## config.mk

```make
export PLATFORM = sky130hd
export DESIGN_NAME = apb_mailbox
export DESIGN_NICKNAME = d
export VERILOG_FILES = /design/src/rtl/apb_mailbox_pkg.sv /design/src/rtl/apb_mailbox_fifo.sv /design/src/rtl/apb_mailbox.sv
export SDC_FILE = /design/constraint.sdc
export NUM_CORES = 1
export LEC_CHECK = 0
export ABC_AREA = 1
export CAP_MARGIN = 40
export CORE_MARGIN = 4
export CORE_UTILIZATION = 35
export DETAILED_ROUTE_END_ITERATION = 10
export GPL_ROUTABILITY_DRIVEN = 0
export SETUP_SLACK_MARGIN = 0.3
export SYNTH_ARGS = -nofsm -noshare
export SYNTH_HDL_FRONTEND = slang
export SYNTH_SLANG_ARGS = --single-unit
```

## constraint.sdc

```tcl
create_clock -name CLK -period 2.2 [get_ports CLK]
set_input_delay 0.55 -clock CLK [delete_from_list [all_inputs] [get_ports CLK]]
set_output_delay 0.55 -clock CLK [all_outputs]
set_load 0.02 [all_outputs]
```

## src/rtl/apb_mailbox_pkg.sv

```systemverilog
// rtl/apb_mailbox_pkg.sv - register map and bit positions for the APB byte mailbox
package apb_mailbox_pkg;

    localparam logic [7:0] ADDR_ID      = 8'h00;
    localparam logic [7:0] ADDR_STATUS  = 8'h01;
    localparam logic [7:0] ADDR_CTRL    = 8'h02;
    localparam logic [7:0] ADDR_TXDATA  = 8'h03;
    localparam logic [7:0] ADDR_RXDATA  = 8'h04;
    localparam logic [7:0] ADDR_TXLEVEL = 8'h05;
    localparam logic [7:0] ADDR_RXLEVEL = 8'h06;

    localparam int ST_TX_EMPTY = 0;
    localparam int ST_TX_FULL  = 1;
    localparam int ST_RX_EMPTY = 2;
    localparam int ST_RX_FULL  = 3;
    localparam int ST_TX_OVF   = 4;
    localparam int ST_RX_UDF   = 5;

    localparam int CTRL_RX_IE = 0;
    localparam int CTRL_TX_IE = 1;

endpackage

```

## src/rtl/apb_mailbox_fifo.sv

```systemverilog
// rtl/apb_mailbox_fifo.sv - power-of-two byte FIFO with a registered level count
module mailbox_fifo #(
    parameter int DEPTH = 8,
    parameter int WIDTH = 8,
    localparam int AW = $clog2(DEPTH),
    localparam int LW = $clog2(DEPTH + 1)
) (
    input  logic             clk,
    input  logic             resetn,
    input  logic             push,
    input  logic             pop,
    input  logic [WIDTH-1:0] din,
    output logic [WIDTH-1:0] dout,
    output logic             empty,
    output logic             full,
    output logic [LW-1:0]    level
);

    logic [WIDTH-1:0] mem [DEPTH];
    logic [AW-1:0]    wr_ptr;
    logic [AW-1:0]    rd_ptr;
    logic [LW-1:0]    count;
    logic             do_push;
    logic             do_pop;

    // A pop in the same cycle frees the slot a push into a full FIFO needs.
    assign do_pop  = pop & ~empty;
    assign do_push = push & (~full | do_pop);

    assign empty = (count == '0);
    assign full  = (count == LW'(DEPTH));
    assign level = count;
    assign dout  = empty ? '0 : mem[rd_ptr];

    always_ff @(posedge clk or negedge resetn) begin
        if (!resetn) begin
            wr_ptr <= '0;
            rd_ptr <= '0;
            count  <= '0;
        end else begin
            if (do_push) wr_ptr <= wr_ptr + 1'b1;
            if (do_pop)  rd_ptr <= rd_ptr + 1'b1;
            count <= count + LW'(do_push) - LW'(do_pop);
        end
    end

    always_ff @(posedge clk) begin
        if (do_push) mem[wr_ptr] <= din;
    end

endmodule

```

## src/rtl/apb_mailbox.sv

```systemverilog
// rtl/apb_mailbox.sv - APB byte mailbox with TX/RX FIFOs, status, irq and wait states
module apb_mailbox
    import apb_mailbox_pkg::*;
#(
    parameter int         DEPTH       = 8,
    parameter int         WAIT_STATES = 0,
    parameter logic [7:0] ID_VALUE    = 8'hB8
) (
    input  logic       CLK,
    input  logic       RESETn,
    input  logic       PSEL,
    input  logic       PENABLE,
    input  logic       PWRITE,
    input  logic [7:0] PADDR,
    input  logic [7:0] PWDATA,
    output logic [7:0] PRDATA,
    output logic       PREADY,
    output logic [7:0] tx_data,
    output logic       tx_valid,
    input  logic       tx_ready,
    input  logic [7:0] rx_data,
    input  logic       rx_valid,
    output logic       rx_ready,
    output logic       irq
);

    localparam int LW = $clog2(DEPTH + 1);

    logic [1:0]    wait_cnt;
    logic          armed;
    logic [1:0]    ctrl;
    logic          tx_ovf;
    logic          rx_udf;
    logic          tx_empty, tx_full, rx_empty, rx_full;
    logic [LW-1:0] tx_level, rx_level;
    logic [7:0]    rx_head;
    logic [7:0]    status;
    logic [7:0]    rd_mux;
    logic          wr_done, rd_done;
    logic          tx_push, tx_pop, rx_push, rx_pop;
    logic          tx_ovf_set, rx_udf_set;

    // armed is set by the setup phase so a transfer cut short by reset never completes later.
    assign PREADY  = PSEL & PENABLE & armed & (wait_cnt == 2'd0);
    assign wr_done = PREADY & PWRITE;
    assign rd_done = PREADY & ~PWRITE;

    assign tx_valid   = ~tx_empty;
    assign rx_ready   = ~rx_full;
    assign tx_push    = wr_done & (PADDR == ADDR_TXDATA);
    assign tx_pop     = tx_valid & tx_ready;
    assign tx_ovf_set = tx_push & tx_full & ~tx_pop;
    assign rx_push    = rx_valid & rx_ready;
    assign rx_pop     = rd_done & (PADDR == ADDR_RXDATA);
    assign rx_udf_set = rx_pop & rx_empty;

    mailbox_fifo #(.DEPTH(DEPTH), .WIDTH(8)) u_tx_fifo (
        .clk    (CLK),
        .resetn (RESETn),
        .push   (tx_push),
        .pop    (tx_pop),
        .din    (PWDATA),
        .dout   (tx_data),
        .empty  (tx_empty),
        .full   (tx_full),
        .level  (tx_level)
    );

    mailbox_fifo #(.DEPTH(DEPTH), .WIDTH(8)) u_rx_fifo (
        .clk    (CLK),
        .resetn (RESETn),
        .push   (rx_push),
        .pop    (rx_pop),
        .din    (rx_data),
        .dout   (rx_head),
        .empty  (rx_empty),
        .full   (rx_full),
        .level  (rx_level)
    );

    always_comb begin
        status = '0;
        status[ST_TX_EMPTY] = tx_empty;
        status[ST_TX_FULL]  = tx_full;
        status[ST_RX_EMPTY] = rx_empty;
        status[ST_RX_FULL]  = rx_full;
        status[ST_TX_OVF]   = tx_ovf;
        status[ST_RX_UDF]   = rx_udf;
    end

    always_comb begin
        rd_mux = '0;
        case (PADDR)
            ADDR_ID:      rd_mux = ID_VALUE;
            ADDR_STATUS:  rd_mux = status;
            ADDR_CTRL:    rd_mux = {6'b0, ctrl};
            ADDR_RXDATA:  rd_mux = rx_head;
            ADDR_TXLEVEL: rd_mux = 8'(tx_level);
            ADDR_RXLEVEL: rd_mux = 8'(rx_level);
            default:      rd_mux = '0;
        endcase
    end

    assign PRDATA = PREADY ? rd_mux : 8'h00;

    always_ff @(posedge CLK or negedge RESETn) begin
        if (!RESETn) begin
            wait_cnt <= '0;
            armed    <= 1'b0;
            ctrl     <= '0;
            tx_ovf   <= 1'b0;
            rx_udf   <= 1'b0;
            irq      <= 1'b0;
        end else begin
            if (PSEL && !PENABLE) begin
                wait_cnt <= 2'(WAIT_STATES);
                armed    <= 1'b1;
            end else if (PSEL && PENABLE && !PREADY && wait_cnt != 2'd0) begin
                wait_cnt <= wait_cnt - 2'd1;
            end else if (PREADY) begin
                armed <= 1'b0;
            end

            if (wr_done && PADDR == ADDR_CTRL) ctrl <= PWDATA[1:0];

            // Clear is applied first so a coincident set event wins.
            tx_ovf <= (tx_ovf & ~(wr_done & (PADDR == ADDR_STATUS) & PWDATA[ST_TX_OVF])) | tx_ovf_set;
            rx_udf <= (rx_udf & ~(wr_done & (PADDR == ADDR_STATUS) & PWDATA[ST_RX_UDF])) | rx_udf_set;

            irq <= (ctrl[CTRL_RX_IE] & ~rx_empty) | (ctrl[CTRL_TX_IE] & tx_empty);
        end
    end

endmodule

```

==> results of run 1 <==
[per-layer routing]
metal | up-vias | track usage, % | routed length, microns | share of wire, %
met3 | 22 | 3.66 | 771 | 4.3
li1 | 2598 | - | - | -
met4 | 0 | 4.35 | 242 | 1.4
met1 | 2552 | 21.9 | 8020 | 45
met2 | 114 | 25.7 | 8740 | 49
met5 | - | 0 | 0 | 0
[Yosys cell counts]
master	number
nand2_1	141
edfxtp_1	128
nor2_1	96
inv_1	55
nand3_1	52
o21ai_0	50
dfrtp_1	28
ha_1	17
buf_2	14
o22ai_1	11
a21oi_1	10
o211ai_1	10
nor2_4	6
xor2_1	6
buf_4	4
nand2_2	4
nand2_4	4
xnor2_1	4
clkbuf_1	3
inv_2	3
fa_1	2
a22o_1	1
buf_1	1
clkbuf_2	1
clkinv_1	1
clkinv_2	1
clkinv_4	1
nand3b_1	1
nand4_1	1
nand4_4	1
nor2_2	1
nor3_1	1
nor3b_1	1
o21ai_1	1
or2_2	1
[cells by family (layout without fill, tap and decap cells)]
kind of cell	after synthesis	in the layout	synth area share [%]
adders and majority gates	19	19	3.59
xor gates and xnor gates	10	10	1.24
AOI/OAI and AO/OA	83	83	6.50
buffers and inverters	84	269	5.04
and+or+nand+nor	310	310	19.1
DFF	156	156	64.5
[critical path, stage by stage]
cell and delay, ps:
dlygate4sd2_1 260, nor2_4 120, nand2_4 70, clkinv_4 70, nand2_4 50, nor2_4 120, buf_6 110, buf_12 120
nand3_4 80, a21oi_4 180, buf_6 140
[timing repair]
| item | in CTS | in global routing |
|---|---|---|
| buffers inserted | 15 | 11 |
| endpoints found under the setup margin | 154 | 148 |
| resized for setup | 220 | 103 |
| gates cloned | 1 | 4 |
| pin swaps | 27 | 62 |
[cell type report]
cell class	instances	area, sq um	area share [%]
Clock buffer	17	425	4.06
Clock inverter	15	169	1.61
Inverter	61	269	2.57
Multi-Input combinational cell	422	2850	27.2
Sequential cell	156	4550	43.4
Tap cell	265	332	3.17
Timing Repair Buffer	176	1880	17.9
[worst max path at each step]
stage                                   from                  to  slack, ps  depth (start not counted)
final                               PADDR[6]           PRDATA[0]       -240                         11
after global routing      u_tx_fifo.level[2]           PRDATA[1]       -320                          8
after CTS                 u_rx_fifo.level[2]           PRDATA[7]       -240                         10
after detailed placement            PADDR[1]           PRDATA[1]       -950                         10
after global placement              PADDR[2]           PRDATA[1]       -930                          9
after floorplan                     PADDR[5]  u_rx_fifo.level[1]         90                         11
[stage by stage]
step	setup slack [ps]	utilization, %	power (mW)	hold WS (ps)	instances
global route	-323	53.3	11.6	536	1112
finish	-236	53.3	11.0	509	1112
detailed placement	-950	45.0	6.96	521	1049
global placement	-929	45.0	6.92	512	1049
CTS	-243	50.8	10.3	516	1097
floorplan	92.7	-	5.49	254	662
[registers in the layout (all words and copies together), names as in the netlist, 2 cells and up]
name	flops
u_rx_fifo.mem	64
u_tx_fifo.mem	64
u_rx_fifo.level	4
u_tx_fifo.level	4
u_rx_fifo.rd_ptr	3
u_rx_fifo.wr_ptr	3
u_tx_fifo.rd_ptr	3
u_tx_fifo.wr_ptr	3
ctrl	2
wait_cnt	2
[layout by cell type (no fill, tap or decap), types with 21 or more instances in the layout]
cell       synthesis  routed
buf_4              4      84
nor2_4             6      33
nor2_1            96      47
nor2_2             1      23
nand3_1           52      39
edfxtp_1         128     128
nand2_1          141     132
inv_1             55      36
o21ai_0           50      29
clkbuf_16          0      21
dfrtp_1           28      27
buf_6              0      31
[power groups by stage]
stage | logic [mW] | registers, mW | clock network (mW)
global route | 4.79 | 3.74 | 3.08
finish | 4.44 | 3.71 | 2.90
global placement | 3.18 | 3.74 | 0
CTS | 3.69 | 3.71 | 2.94
detailed placement | 3.21 | 3.75 | 0
floorplan | 1.77 | 3.73 | 0
==> reports/metrics.cfg, run 1 <==
[logic_synthesis]
synth.area.top_cells=edfxtp_1, dfrtp_1, nand2_1
synth_area_sq_mm=0.00705
syn-instance-count=662
synth_top_area_cell=edfxtp_1
synth_fp_nets=712
ys_ff_latch=156
avgSynthCellArea_sq_um=10.6
seq_area_frac_synth_pct=64.5
ys_types=35
synth_top_area_share_pct=54.6
yosysWarnings=0

[cts]
cts-htree-levels=4
clock_path_buffers=2
clk_pin_slew_ps=70
ctsHoldBuffers=0
cts.sinks=156
cts_buffers=17
cts-root-buf=clkbuf_16
worstSkewPairLatency_ps=430
cts_tree=yes

[detailed_routing]
vias=5286
drc=0
dr.pass1.iters=5
wl_mm=17.8
vias_per_cell=4.75
wl_per_cell_microns=16.0
drtIter0Drc=416
ant_nets=0

[setup_path]
end_kind=output port
path_max_fanout=5
cp.arrival_ps=1890
required_ps=1650
ff2ff_setup_slack_ps=-120
rr_startpoint=u_rx_fifo.level[2]
r2r_end=u_rx_fifo.level[2]
worstSetupPathType=primary input to output port
crit_path_start_kind=primary input
r2r_cells=15

[run_status]
violations=setup timing
status=finished with violations

[floorplan]
design.die.area_sq_mm=0.0225
num_io_pins=51
rows=51
die_y_microns=150
start_util_pct=35.8
core-area_sq_mm=0.0197
die_x_microns=150

[sta]
finalSetupViolations=19
clock_skew_ps=9.41
post-route-min-period_ps=2440
fmax_mhz=411
maxSlewViolCount=0
period_share_pct=111
tightest_slew_ps=482
slew_headroom_pct=67.7
rsz0062_at_grt=true
final.setup.worst_slack_ps=-236
tns_ps=-2600
hold_viol_final=0

[pwr]
p_comb_share_pct=40.2
internal_power_mw=7.23
share_seq_of_total_power_pct=33.6
leakage_nw=4.14
p_switching_mw=3.81
clkPwrFrac_pct=26.2
power.density_mw_per_mm2=1060
vdd_drop_max_mv=0.564
swShare_pct=34.5

[run]
drv_cap=0

[hold_path]
hold_class=primary input to asynchronous set/reset pin

[global_route]
grt_pass1_wl_mm=27.3
overflow=0
grt_max_degree=29
antenna_found_initial=0
grt_pass1_vias=5075
grtUsageTotal_pct=16.0

[cells_and_area]
diodes=0
synthToLayoutAreaGrowth_pct=48.6
final_area_sq_mm=0.0105
fill_cells=1708
drive_above_1_share_pct=37.8
fin_nets=884

[placed_design]
dpl-instance-area_sq_mm=0.00884
dp.final_hpwl_mm=11.6
io_buffers=50

Note: power is estimated with default switching activity, not from simulation.
==> run 2, diff against run 1 <==
--- a/config.mk
+++ b/config.mk
@@ -8,7 +8,8 @@
 export ABC_AREA = 1
 export CAP_MARGIN = 40
 export CORE_MARGIN = 4
-export CORE_UTILIZATION = 35
+export CORE_UTILIZATION = 40
+export CTS_CLUSTER_DIAMETER = 60
 export DETAILED_ROUTE_END_ITERATION = 10
 export GPL_ROUTABILITY_DRIVEN = 0
 export SETUP_SLACK_MARGIN = 0.3
==> run 2 against run 1 <==
The flow still finishes with violations (setup timing). Sequential power about the same. Highest routed layer unchanged. Hold slack better by 5.5 ps. Utilization up 5.7 points. Clock power about the same. Critical path type unchanged. Critical endpoint is now PRDATA[2]. Count of clock-buffer cells in the layout unchanged.
==> reports/metrics.cfg, run 2 (synthesis gave the netlist of run 1 again) <==
[pwr]
power_mw=10.7  ; -3.0%
leakage_nw=4.07  ; -1.5%
power.density_mw_per_mm2=1050  ; -0.39%
vdd_drop_max_mv=0.644  ; +14%

[placed_design]
place_inst=1013  ; -3.4%
dp.final_hpwl_mm=12.2  ; +5.1%
io_buffers=50  ; unchanged

[sta]
clock_skew_ps=7.43  ; -1.97 ps
period_share_pct=108  ; -3.1 points
maxSlewViolCount=0  ; unchanged
final.setup.worst_slack_ps=-168  ; +67.6 ps
fmax_mhz=422  ; +2.9%
tightest_slew_ps=498  ; +16.1 ps
rsz0062_at_grt=true
finalSetupViolations=83  ; +64
hold_viol_final=0  ; unchanged
post-route-min-period_ps=2370  ; -67.6 ps
holdWs_ps=515  ; +5.45 ps
slew_headroom_pct=66.6  ; -1.2 points

[detailed_routing]
wl_per_cell_microns=17.3  ; +8.1%
vias_per_cell=5.06  ; +6.3%
met2_length_mm=9.45  ; +8.2%
vias=5419  ; +2.5%
ant_nets=0  ; unchanged
drc=0  ; unchanged
met1_length_mm=7.85  ; -2.1%
wl_mm=18.5  ; +4.2%
drtIter0Drc=375  ; -9.9%
wl_met3_microns=893  ; +16%
dr.pass1.iters=5  ; unchanged
top_layer_used=met4

[floorplan]
design.die.area_sq_mm=0.0198  ; -12%
rows=48  ; -5.9%
start_util_pct=40.7  ; +4.9 points
die_x_microns=141  ; -6.1%
die_y_microns=141  ; -6.1%
core-area_sq_mm=0.0173  ; -12%
num_io_pins=51  ; unchanged

[global_route]
overflow=0  ; unchanged
grtUsageTotal_pct=18.9  ; +2.9 points
grt_pass1_wl_mm=28.9  ; +5.9%
antenna_found_initial=0  ; unchanged
grt_pass1_vias=5401  ; +6.4%
grt_max_degree=29  ; unchanged

[cells_and_area]
fin_nets=884  ; unchanged
largestRegisters=u_rx_fifo.mem x64, u_tx_fifo.mem x64
multi_input_area_sq_mm=0.00276  ; -3.3%
drive_above_1_share_pct=36.7  ; -1.1 points
fill_cells=1414  ; -17%
diodes=0  ; unchanged
synthToLayoutAreaGrowth_pct=44.8
final-seq-area_sq_mm=0.00455  ; about the same
final_cell_mix=nand2_1, edfxtp_1, buf_4
stdcell_count=1072  ; -3.6%

[run_status]
status=finished with violations
violations=setup timing

[cts]
worstSkewPairLatency_ps=430  ; about the same
cts_buffers=17  ; unchanged
clk_pin_slew_ps=70  ; about the same
cts-htree-levels=4  ; unchanged
cts.sinks=156  ; unchanged
clock_path_buffers=2  ; unchanged
cts-root-buf=clkbuf_16
cts_tree=yes

[setup_path]
end_kind=output port
worstSetupPathType=primary input to output port
cp.arrival_ps=1820  ; -70 ps
crit_path_start_kind=primary input
required_ps=1650  ; about the same
path_max_fanout=5  ; unchanged

[hold_path]
hold_class=primary input to asynchronous set/reset pin

[run]
drv_cap=0  ; unchanged

## run 2: changes by cell type in the layout (fill, tap and decap cells not counted), moves of 6 or more
cell     before  now
buf_12       20   12
buf_6        31   47
nand3_1      39   33
nand3_2       7   15
nor2_1       47   65
nor2_2       23   13
nor2_4       33   26
o21ai_0      29   39
o21ai_1      19    9
## run 2: worst max-delay path, cell delays in order
cell	delay, ps
clkdlybuf4s15_2	210
inv_2	70
nand2_2	80
nor2_4	130
nand2_4	80
nor2_4	250
nand3_2	140
a21oi_4	160
buf_6	140
## run 2: final timing paths
check	cells past startpoint	from	slack (ps)	endpoint
max	9	PADDR[3]	-170	PRDATA[2]
min	2	RESETn	510	armed
min in group CLK	2	armed	560	armed
max reg2reg	13	u_tx_fifo.level[2]	-100	u_tx_fifo.level[2]
min reg2reg	2	armed	560	armed
max in group asynchronous	2	RESETn	1340	u_tx_fifo.rd_ptr[0]
## run 2: report_power, final
part           switching, mW  internal [mW]
clock network           1.29           1.59
registers              0.177           3.55
logic                   2.16           1.94
total                   3.63           7.08
## run 2: metrics by stage
stage | worst slack (ps) | instance area [sq um] | setup TNS (ps) | utilization, %
floorplan | 92.7 | 7230 | 0 | -
global placement | -946 | 8720 | -41230 | 50.4
detailed placement | -1030 | 8720 | -43870 | 50.4
CTS | -223 | 9920 | -1950 | 57.3
global route | -249 | 10200 | -12120 | 59.0
finish | -168 | 10200 | -4430 | 59.0
## run 2: layer usage
metal / track usage, % / vias to the layer above
met5: 0 / -
met4: 5.66 / 0
met3: 4.24 / 33
met2: 31.8 / 148
met1: 24.6 / 2639
li1: - / 2599
## run 2: final cells by class
cell class	instances	share of cell area (%)
clock buffer	17	4.17
clock inverter	15	1.50
inverter	61	2.61
multi-input combinational	423	27.0
sequential	156	44.6
tap	225	2.76
timing repair buffer	175	17.3
## run 2: what timing repair did
item	CTS	global route
pin swaps	31	21
resized for setup	242	58
setup buffers	15	7
hold buffers	0	0
endpoints found under the setup margin	156	125
gates cloned	4	1
endpoints found under the hold margin	0	0
